**config.mk**
```make
export PLATFORM = sky130hd
export DESIGN_NAME = fnd_scan
export DESIGN_NICKNAME = d
export VERILOG_FILES = /design/src/rtl/fnd_pkg.sv /design/src/rtl/fnd_hex_dec.sv /design/src/rtl/fnd_scan.sv
export SDC_FILE = /design/constraint.sdc
export NUM_CORES = 1
export LEC_CHECK = 0
export BUFFER_PORTS_ARGS = -buffer_cell sky130_fd_sc_hd__buf_2
export CAP_MARGIN = 30
export CORE_MARGIN = 2
export CORE_UTILIZATION = 53
export CTS_CLUSTER_DIAMETER = 60
export CTS_CLUSTER_SIZE = 30
export DETAILED_ROUTE_END_ITERATION = 7
export MAX_ROUTING_LAYER = met4
export PLACE_DENSITY = 0.76
export RECOVER_POWER = 25
export REMOVE_ABC_BUFFERS = 1
export SKIP_LAST_GASP = 1
export SYNTH_ARGS = -nofsm -noshare
export SYNTH_HDL_FRONTEND = slang
export SYNTH_HIERARCHICAL = 1
export SYNTH_SLANG_ARGS = --single-unit
```
**constraint.sdc**
```tcl
create_clock -name clk -period 2.9 [get_ports clk]
set_clock_uncertainty 0.15 [all_clocks]
set_input_delay 0.435 -clock clk [delete_from_list [all_inputs] [get_ports clk]]
set_output_delay 0.435 -clock clk [all_outputs]
set_load 0.01 [all_outputs]
```
**src/rtl/fnd_pkg.sv**
```systemverilog
// fnd_pkg -- shared constants for the multiplexed 7-segment display slice.
//   SEG_TABLE  : hex nibble -> {a,b,c,d,e,f,g}, active-low, a is the MSB
//   SEG_BLANK  : all segments off
//   MAX_DIGITS : largest digit count fnd_scan supports
package fnd_pkg;

   localparam int unsigned MAX_DIGITS = 8;

   localparam logic [6:0] SEG_BLANK = 7'b1111111;

   localparam logic [6:0] SEG_TABLE [16] = '{
      7'b0000001,  // 0
      7'b1001111,  // 1
      7'b0010010,  // 2
      7'b0000110,  // 3
      7'b1001100,  // 4
      7'b0100100,  // 5
      7'b0100000,  // 6
      7'b0001111,  // 7
      7'b0000000,  // 8
      7'b0000100,  // 9
      7'b0001000,  // A
      7'b1100000,  // b
      7'b0110001,  // C
      7'b1000010,  // d
      7'b0110000,  // E
      7'b0111000   // F
   };

endpackage

```
**src/rtl/fnd_hex_dec.sv**
```systemverilog
// fnd_hex_dec -- combinational hex nibble to 7-segment decoder.
//   nibble_i : 4-bit hex value
//   seg_o    : {a,b,c,d,e,f,g}, active-low
module fnd_hex_dec
   import fnd_pkg::*;
(
   input  logic [3:0] nibble_i,
   output logic [6:0] seg_o
);

   always_comb begin
      seg_o = SEG_TABLE[nibble_i];
   end

endmodule

```
**src/rtl/fnd_scan.sv**
```systemverilog
// fnd_scan -- time-multiplexed scanner for DIGITS common-anode 7-segment digits.
//   clk        : clock, rising edge
//   rst        : asynchronous active-high reset
//   value      : hex nibbles, nibble i drives digit i (digit 0 least significant)
//   load       : one-cycle strobe capturing value; shown from the next frame
//   dp         : per-digit decimal point request, sampled continuously
//   lzb        : leading-zero blanking enable (digit 0 is never blanked)
//   seg        : segments {a..g}, active-low, registered
//   dp_n       : decimal point, active-low, registered
//   an         : digit enables, active-low one-hot, registered
//   frame_done : one-cycle pulse after the digit index wraps to 0
// Optional feature macro FND_SCAN_BLINK_EN adds input blink and parameter
// BLINK_FRAMES: a phase toggling every BLINK_FRAMES frames blanks the
// selected digits (segments and decimal point) while it is 1.
module fnd_scan
   import fnd_pkg::*;
#(
   parameter int unsigned DIGITS   = 4,
   parameter int unsigned SCAN_DIV = 50000
`ifdef FND_SCAN_BLINK_EN
   ,parameter int unsigned BLINK_FRAMES = 64
`endif
)(
   input  logic                  clk,
   input  logic                  rst,
   input  logic [4*DIGITS-1:0]   value,
   input  logic                  load,
   input  logic [DIGITS-1:0]     dp,
`ifdef FND_SCAN_BLINK_EN
   input  logic [DIGITS-1:0]     blink,
`endif
   input  logic                  lzb,
   output logic [6:0]            seg,
   output logic                  dp_n,
   output logic [DIGITS-1:0]     an,
   output logic                  frame_done
);

   if (DIGITS < 1 || DIGITS > MAX_DIGITS) begin : g_bad_digits
      $error("fnd_scan: DIGITS out of range");
   end

   localparam int unsigned CNT_W = (SCAN_DIV > 1) ? $clog2(SCAN_DIV) : 1;
   localparam int unsigned IDX_W = (DIGITS > 1) ? $clog2(DIGITS) : 1;
   localparam logic [CNT_W-1:0] CNT_LAST = CNT_W'(SCAN_DIV - 1);
   localparam logic [IDX_W-1:0] IDX_LAST = IDX_W'(DIGITS - 1);

   logic [CNT_W-1:0]    cnt_q, cnt_d;
   logic [IDX_W-1:0]    idx_q, idx_d;
   logic [4*DIGITS-1:0] disp_q, disp_d;
   logic [4*DIGITS-1:0] pend_q, pend_d;
   logic                pend_vld_q, pend_vld_d;
   logic [6:0]          seg_q, seg_d;
   logic                dp_n_q, dp_n_d;
   logic [DIGITS-1:0]   an_q, an_d;
   logic                fd_q, fd_d;

   logic                slot_end;
   logic                frame_end;
   logic [3:0]          nib;
   logic                dp_sel;
   logic                blink_sel;
   logic                zero_above;
   logic                lz_blank;
   logic                blink_blank;
   logic [6:0]          dec_seg;

   assign slot_end  = (cnt_q == CNT_LAST);
   assign frame_end = slot_end && (idx_q == IDX_LAST);

   // Slot counter, digit index and the pending/display double buffer.
   // A load on the boundary cycle goes straight to the display and
   // supersedes anything pending.
   always_comb begin
      cnt_d      = slot_end ? '0 : cnt_q + 1'b1;
      idx_d      = idx_q;
      disp_d     = disp_q;
      pend_d     = pend_q;
      pend_vld_d = pend_vld_q;
      if (slot_end) begin
         idx_d = (idx_q == IDX_LAST) ? '0 : idx_q + 1'b1;
      end
      if (frame_end) begin
         if (load) begin
            disp_d = value;
         end else if (pend_vld_q) begin
            disp_d = pend_q;
         end
         pend_vld_d = 1'b0;
      end else if (load) begin
         pend_d     = value;
         pend_vld_d = 1'b1;
      end
   end

   // Walk digits from the most significant down so zero_above holds
   // "this nibble and every higher one are zero" when the current idx is hit.
   always_comb begin
      nib        = '0;
      dp_sel     = 1'b0;
      blink_sel  = 1'b0;
      zero_above = 1'b1;
      lz_blank   = 1'b0;
      for (int unsigned k = 0; k < DIGITS; k++) begin
         zero_above = zero_above && (disp_q[4*(DIGITS-1-k) +: 4] == 4'h0);
         if (idx_q == IDX_W'(DIGITS-1-k)) begin
            nib      = disp_q[4*(DIGITS-1-k) +: 4];
            dp_sel   = dp[DIGITS-1-k];
            lz_blank = lzb && (k != DIGITS-1) && zero_above;
`ifdef FND_SCAN_BLINK_EN
            blink_sel = blink[DIGITS-1-k];
`endif
         end
      end
   end

   fnd_hex_dec u_dec (
      .nibble_i (nib),
      .seg_o    (dec_seg)
   );

`ifdef FND_SCAN_BLINK_EN
   localparam int unsigned BF_W = (BLINK_FRAMES > 1) ? $clog2(BLINK_FRAMES) : 1;
   localparam logic [BF_W-1:0] BF_LAST = BF_W'(BLINK_FRAMES - 1);

   logic [BF_W-1:0] bcnt_q;
   logic            phase_q;

   always_ff @(posedge clk or posedge rst) begin
      if (rst) begin
         bcnt_q  <= '0;
         phase_q <= 1'b0;
      end else if (frame_end) begin
         if (bcnt_q == BF_LAST) begin
            bcnt_q  <= '0;
            phase_q <= ~phase_q;
         end else begin
            bcnt_q <= bcnt_q + 1'b1;
         end
      end
   end

   assign blink_blank = phase_q && blink_sel;
`else
   assign blink_blank = 1'b0 & blink_sel;
`endif

   // Output stage: first clock of every slot keeps all anodes off so the
   // segment change never ghosts onto the previous digit.
   always_comb begin
      seg_d  = (lz_blank || blink_blank) ? SEG_BLANK : dec_seg;
      dp_n_d = blink_blank ? 1'b1 : ~dp_sel;
      an_d   = (cnt_q == '0) ? '1 : ~(DIGITS'(1) << idx_q);
      fd_d   = frame_end;
   end

   always_ff @(posedge clk or posedge rst) begin
      if (rst) begin
         cnt_q      <= '0;
         idx_q      <= '0;
         disp_q     <= '0;
         pend_q     <= '0;
         pend_vld_q <= 1'b0;
         seg_q      <= SEG_BLANK;
         dp_n_q     <= 1'b1;
         an_q       <= '1;
         fd_q       <= 1'b0;
      end else begin
         cnt_q      <= cnt_d;
         idx_q      <= idx_d;
         disp_q     <= disp_d;
         pend_q     <= pend_d;
         pend_vld_q <= pend_vld_d;
         seg_q      <= seg_d;
         dp_n_q     <= dp_n_d;
         an_q       <= an_d;
         fd_q       <= fd_d;
      end
   end

   assign seg        = seg_q;
   assign dp_n       = dp_n_q;
   assign an         = an_q;
   assign frame_done = fd_q;

endmodule

```
# --- Word level (Yosys, flattened, before mapping) ---
# Memories as Yosys holds them, arrays and structs flattened.
# Cells that the tools add are included.
totals:
  reg_bits: 64
  romBits: 112
  inputBits: 24
  out_inout_bits: 13
  elab_cells: 59
  mem_count: 1
mem_list:
  columns: ["name", "depth", "width", "read_ports", "rd_ports_with_merged_regs", "wr", "line", "text"]
  rows:
  - ["(name not given)", 16, 7, 1, 0, 0, "fnd_hex_dec.sv:12", "seg_o = SEG_TABLE[nibble_i];"]
op_classes:
  n_addsub: 2
  order_cmp: 1
  n_eq_ne: 4
  shift: 1
  mux: 22
  bitwise: 4
  n_reduce_logical: 15
op_table:
  columns: ["op", "count"]
  rows:
  - ["two-way mux 16 bit", 3]
  - ["two-way mux 7 bit", 3]
  - ["two-way mux 4 bit", 5]
  - ["adder 16 x 1 -> 16 bit, second input constant", 1]
  - ["== test 16 bit, second input constant", 1]
  - ["zero test 16 bit", 1]
  - ["zero test 4 bit", 3]
  - ["two-way mux 1 bit", 10]
  - ["logical AND 1 bit", 6]
  - ["greater-or-equal comparator 5 bit, second input constant", 1]
  - ["NOT 4 -> 5 bit", 1]
  - ["== test 2 bit, second input constant", 2]
  - ["NOT 4 bit", 1]
  - ["AND reduction 2 bit", 2]
  - ["nonzero test 2 bit", 2]
  - ["left shift 1 x 2 -> 4 bit, first input constant", 1]
  - ["adder 2 x 1 -> 2 bit, second input constant", 1]
  - ["== test 2 x 1 -> 1 bit, second input constant", 1]
  - ["zero test 2 bit", 1]
  - ["two-way mux 2 bit", 1]
  - ["NOT 1 bit", 2]

# --- Depth between registers and ports, before layout ---
logic_depth:
  ltp_word: 10
  ltp_mapped: 13
  depth_no_buf: 12

# --- Hierarchy ---
# Netlist, hierarchy kept.
by_module_without_submodules:
  columns: ["module", "n_inst", "cells_each", "area_per_inst_um2", "seq_area_each_um2"]
  rows:
  - ["fnd_scan", 1, 284, 3133.0, 1616.6]
  - ["fnd_hex_dec", 1, 32, 275.3, 0.0]

# --- Worst setup path after synthesis ---
# OpenSTA, ideal clock, no wires.
synth_timing:
  kind: "reg2reg"
  from: "register idx_q[0]"
  to: "register seg_q[3], in the netlist seg[3]"
  setup_time_ps: 84
  arrival_ps: 2925
  required_ps: 2666
  path_slack_ps: -259
  stages_incl_launch_ff: 13
  path_buffers: 1
  synth_period_minus_slack_ps: 3159
  cell_sequence: "dfrtp_1 > inv_1 > ha_1 > clkbuf_1 > nand3b_1 > a21oi_1 > a21oi_1 > o21ai_0 > inv_1 > ha_1 > inv_1 > mux4_1 > or2_2"
synth_between:
  elab_chain_cells: 10
  elab_cells_between_ends: 17
  classes_between: "eq/ne (3); mux (11); bitwise (1); reduce/logical (1); memory (1)"
synth_lines:
  columns: ["element", "line", "text"]
  rows:
  - ["start: declaration", "fnd_scan.sv:49", "logic [IDX_W-1:0] idx_q, idx_d;"]
  - ["start signal: assignment", "fnd_scan.sv:170", "idx_q <= idx_d;"]
  - ["== test 2 bit", "fnd_scan.sv:106", "if (idx_q == IDX_W'(DIGITS-1-k)) begin"]
  - ["two-way mux 4 bit (3 in series)", "fnd_scan.sv:106", null]
  - ["two-way mux 4 bit (*)", "fnd_scan.sv:106", null]
  - ["via nib[0]", "fnd_scan.sv:60", "logic [3:0] nib;"]
  - ["NOT 4 -> 5 bit (implied by the code) (*)", "fnd_hex_dec.sv:12", null]
  - ["memory (16 x 7 bit) (*)", null, null]
  - ["two-way mux 7 bit (implied by the code) (*) (2 in series)", "fnd_hex_dec.sv:12", null]
  - ["via dec_seg[3]", "fnd_scan.sv:66", "logic [6:0] dec_seg;"]
  - ["two-way mux 7 bit (*)", "fnd_scan.sv:151", "seg_d = (lz_blank || blink_blank) ? SEG_BLANK : dec_seg;"]
  - ["via seg_d[3]", "fnd_scan.sv:53", "logic [6:0] seg_q, seg_d;"]
  - ["end signal: assignment", "fnd_scan.sv:174", "seg_q <= seg_d;"]
  - ["end: declaration", "fnd_scan.sv:53", null]
# Mark *: on every way through the listed nets, which the timed path passes. The rest lies on a longest branch. The select of a mux whose other input is x is not followed.
# A chain may end at the register's enable or synchronous reset.

# --- Worst setup path in the final report ---
# Ends and elaborated chain as after synthesis.

==> results <==
- The run finished with clean final reports.
- The worst setup path is launched from a register.
- In this run the mean area of a mapped cell was around 11 µm².
- On the critical path, the stage with the largest delay is an instance of sky130_fd_sc_hd__mux4_1.
- In this run, distinct cell masters in the synthesized netlist total 51.
- The worst endpoint required time is 3.01 ns.
- The via-per-instance ratio is roughly 5.5.
- In the finished design, the share of the clock period the worst path needs comes to 0.9546.
- The fraction of power spent switching nets is 0.2353.
- During I/O placement, the number of pins put on the boundary was 37.
- The post-place setup slack is -0.02934 ns.
- The cell area after placement is about 3700 µm².
- The synthesized design contains 0 enable-type register cells.
- Summing every instance area after synthesis gives between 3000 and 4000 µm².
- For this run, global-route usage on met1 was measured as 0.2638.
- The maximum VDD drop is roughly 0.31 mV.
- The async set or reset register ratio after synthesis is 1.000.
- At the later pin of the worst-skew pair, clock insertion delay measures 0.34 ns.
- Counting stages on the worst path, the most repeated cell is sky130_fd_sc_hd__inv_1.
- The maximum number of pins on one net before global-route repair is 35.
- The most used flip-flop cell after synthesis is sky130_fd_sc_hd__dfrtp_1.
- The sequential share of the synthesized area is 0.4743.
- The count of nets left with antenna violations after detail routing is 0.
- The fill cell instance count of the final layout is about 560.
- For this run, the top clock speed supported by timing is between 0.3 and 0.4 GHz.
- The dominant cell by count in the synthesized netlist is sky130_fd_sc_hd__dfrtp_1.
- The signal on the critical path passes through inv_1, ha_2, nand3b_1, a21oi_1, a21oi_1, o21ai_1, inv_1, ha_1, inv_1, mux4_1, or2_2.
- The post-DP HPWL is around 4.6 mm.
- Setup repair after global routing left no endpoint under its margin.
- The core region is approximately 6300 µm².
- The die area is approximately 7100 µm².
- Measured against its own limit, the worst slew margin works out to 0.2367.
- The cell accounting for the most synthesized area is sky130_fd_sc_hd__dfrtp_1.
- Dividing total power by cell area gives a power density of 476.5 nW/µm².
- The global routing stage identified its most utilized layer as met2.
- After layout, the design draws a total of 0.001834 W.
- The first TritonRoute pass finished after 4 iterations.
- The number of antenna violations at the first check in global routing is 0.
- The clock power share is 0.384.
- Summed over all cells, the static leakage comes to roughly 1.8 nW.
- Of the cells placed in the final design, the portion with a size suffix greater than 1 is 0.3222.
- The post-synthesis register bit count is 64.
- For this run, the total global-route usage over all layers was measured as 0.2085.
- The count of final hold-check violations is 0.
- The number of buffers added by the clock tree synthesis step is 9.
- The routed length per placed instance is 14.77 µm.
- The biggest cell delay along the critical path is between 0.4 and 0.5 ns.
- The net count of the finished layout is between 300 and 400.
- The arrival time reported for the critical path endpoint is between 2 and 3 ns.
- The number of clock sinks seen by CTS is 64.
- The remaining global-route overflow is 0.
- Of all nets on the critical path, the largest fanout is 8.
- The number of remaining DRC errors is 0.
- The setup fix buffers added after clock tree synthesis is 0.
- Setup violations remaining at the end of the flow were counted as 0.
- The buffer depth of the longest clock path is 2.
- The clock tree synthesis step divided the H-tree into 3 levels.
- The wire length after detailed routing is roughly 6.5 mm.
- For this block, the initial DRC count from the detailed router was 165.
- Across the run, the number of max-cap violations was 0.
- The internal portion of the total power is ~0.0014 W.
- The core utilization of the finished layout is 0.6131.
- The die width is approximately 84 µm.
- The final instance area is 3849 µm².
- TritonCTS built the clock tree.
- The initial core utilization is 0.5430.
- Of the post-synthesis cell area, the dominant cell type holds 0.3818.
- After layout, the worst setup slack is ~0.13 ns.
- The final antenna diode count is 0.
- The clock root buffer master is sky130_fd_sc_hd__clkbuf_8.
- By area the synthesized netlist is led by sky130_fd_sc_hd__dfrtp_1 (38%), sky130_fd_sc_hd__dfstp_2 (9.3%), sky130_fd_sc_hd__ha_1 (4.8%), sky130_fd_sc_hd__a2bb2oi_2 (4.4%), sky130_fd_sc_hd__mux2_4 (4.4%).
- After floorplanning, the core was divided into 29 placement rows.
- The number of max-slew violations in the final report is 0.
- The via count is approximately 2400.
- The transition time at the pin with the least slew margin is 1.144 ns.
- The worst setup path is captured at a register.
- The routed design could run at a clock period as short as roughly 2.8 ns.
- Of the total power, combinational logic draws 0.091.
- The global placer's final weighted congestion is 0.8800.
- For this run, global-route usage on met2 was measured as 0.3189.
- The Yosys warning count is 6.
- The via count of the first global-routing pass is around 2400.
- The area overhead of the layout relative to synthesis is 12.92%.
- The y dimension of the die is between 80 and 90 µm.
- The first-pass GRT wire length is 11.34 mm.
- Summing all multi-input logic gate instances after layout gives about 1600 µm².
- Buffers placed on the I/O ports in this run total 36.
- The global-route met3 utilization is 0.05900.
- The type of the setup path with the least slack is register to register.
- The switching power is around 0.00043 W.
- The worst hold-check path type is input pin to register.
- After routing, the total negative slack on setup checks comes to 0 ns.
- The commonest cells after synthesis are sky130_fd_sc_hd__dfrtp_1 (52), sky130_fd_sc_hd__inv_1 (23), sky130_fd_sc_hd__o21ai_0 (22).
- The sequential share of power is 0.525.
- The cell count after synthesis came out at 316.
- Clock-pin slew was measured on the worst setup and hold paths at 0.07 ns.
- The sequential cell area is around 1600 µm².
through the flow:
| stage | hold WS (ns) | cells |
|---|---|---|
| 2_1_floorplan | 0.2966 | 297 |
| 3_3_place_gp | 0.3208 | 421 |
| 3_5_place_dp | 0.3312 | 421 |
| 4_1_cts | 0.05151 | 437 |
| 5_1_grt | 0.06342 | 437 |
| 6_report | 0.07235 | 437 |
final timing paths:
check | to | startpoint | cells past startpoint | slack [ns]
max | seg[3] | idx_q[0] | 11 | 0.13
min | dp_n | dp[0] | 2 | 0.07
max reg2reg | seg[3] | idx_q[0] | 11 | 0.13
min reg2reg | cnt_q[0] | cnt_q[0] | 1 | 0.34
max in group asynchronous | idx_q[0] | rst | 3 | 0.97
min in group asynchronous | pend_q[1] | rst | 2 | 0.23
cell type report:
cell class                      count  area share
Clock buffer                       14     0.04486
Clock inverter                      2    0.003251
Inverter                           23     0.02243
Multi-Input combinational cell    210      0.4168
Sequential cell                    64      0.4200
Tap cell                           77     0.02503
Timing Repair Buffer               47     0.06762
per-layer routing:
layer	wire, µm	share of wire
met1	2991	0.46
met5	0	0
met2	3040	0.47
met3	277	0.043
met4	146	0.023
critical path, delay by kind of cell (launching register included):
family | cells | cell delay [ns]
DFF | 1 | 0.40
adders and majority gates | 2 | 0.53
AOI/OAI and AO/OA | 3 | 0.38
muxes | 1 | 0.49
buffers and inverters | 3 | 0.27
and+or+nand+nor | 2 | 0.47
timing repair:
item	in CTS	in global routing
gates resized for setup	1	4
hold buffers	0	0
endpoints found under the setup margin	1	3
flip-flops by register name, summed over array words and instances, names as in the netlist:
name / cells
cnt_q: 16
disp_q: 16
pend_q: 16
seg: 7
an: 4
idx_q: 2
dp_n: 1
frame_done: 1
pend_vld_q: 1
cells in the final DEF, fill, tap and decap left out, types with 6 or more instances in the layout:
cell type                   count
sky130_fd_sc_hd__or2_2          7
sky130_fd_sc_hd__buf_4         10
sky130_fd_sc_hd__nand4_1        6
sky130_fd_sc_hd__buf_2         36
sky130_fd_sc_hd__dfrtp_1       52
sky130_fd_sc_hd__mux2_4        10
sky130_fd_sc_hd__o21ai_0       20
sky130_fd_sc_hd__mux2_2         7
sky130_fd_sc_hd__clkbuf_8      12
sky130_fd_sc_hd__nand2_1       20
sky130_fd_sc_hd__nor2_1        18
sky130_fd_sc_hd__dfstp_2       12
sky130_fd_sc_hd__nand3_1       20
sky130_fd_sc_hd__xor2_1         6
sky130_fd_sc_hd__ha_1          12
sky130_fd_sc_hd__a21oi_1       10
sky130_fd_sc_hd__inv_1         22
sky130_fd_sc_hd__a2bb2oi_2     10
cells by family (layout without fill, tap and decap cells):
| kind of cell | after synthesis | in the layout | synth area share |
|---|---|---|---|
| multiplexers | 23 | 23 | 0.08958 |
| AO/OA/AOI/OAI | 58 | 58 | 0.1311 |
| adder cells (fa/ha/maj) | 13 | 13 | 0.04773 |
| XOR/XNOR | 11 | 11 | 0.02827 |
| AND/OR/NAND/NOR | 105 | 105 | 0.1722 |
| flip-flops | 64 | 64 | 0.4743 |
| buffers and inverters | 42 | 86 | 0.05690 |
power groups by stage:
stage          Clock [W]  Sequential [W]  Combinational (W)
2_1_floorplan          0        0.000974           0.000114
6_report        0.000705        0.000962           0.000167
4_1_cts         0.000728        0.000962           0.000172
3_5_place_dp           0        0.000977           0.000172
3_3_place_gp           0        0.000975           0.000166
5_1_grt         0.000767        0.000966           0.000187
Note: power is estimated with default switching activity, not from simulation.
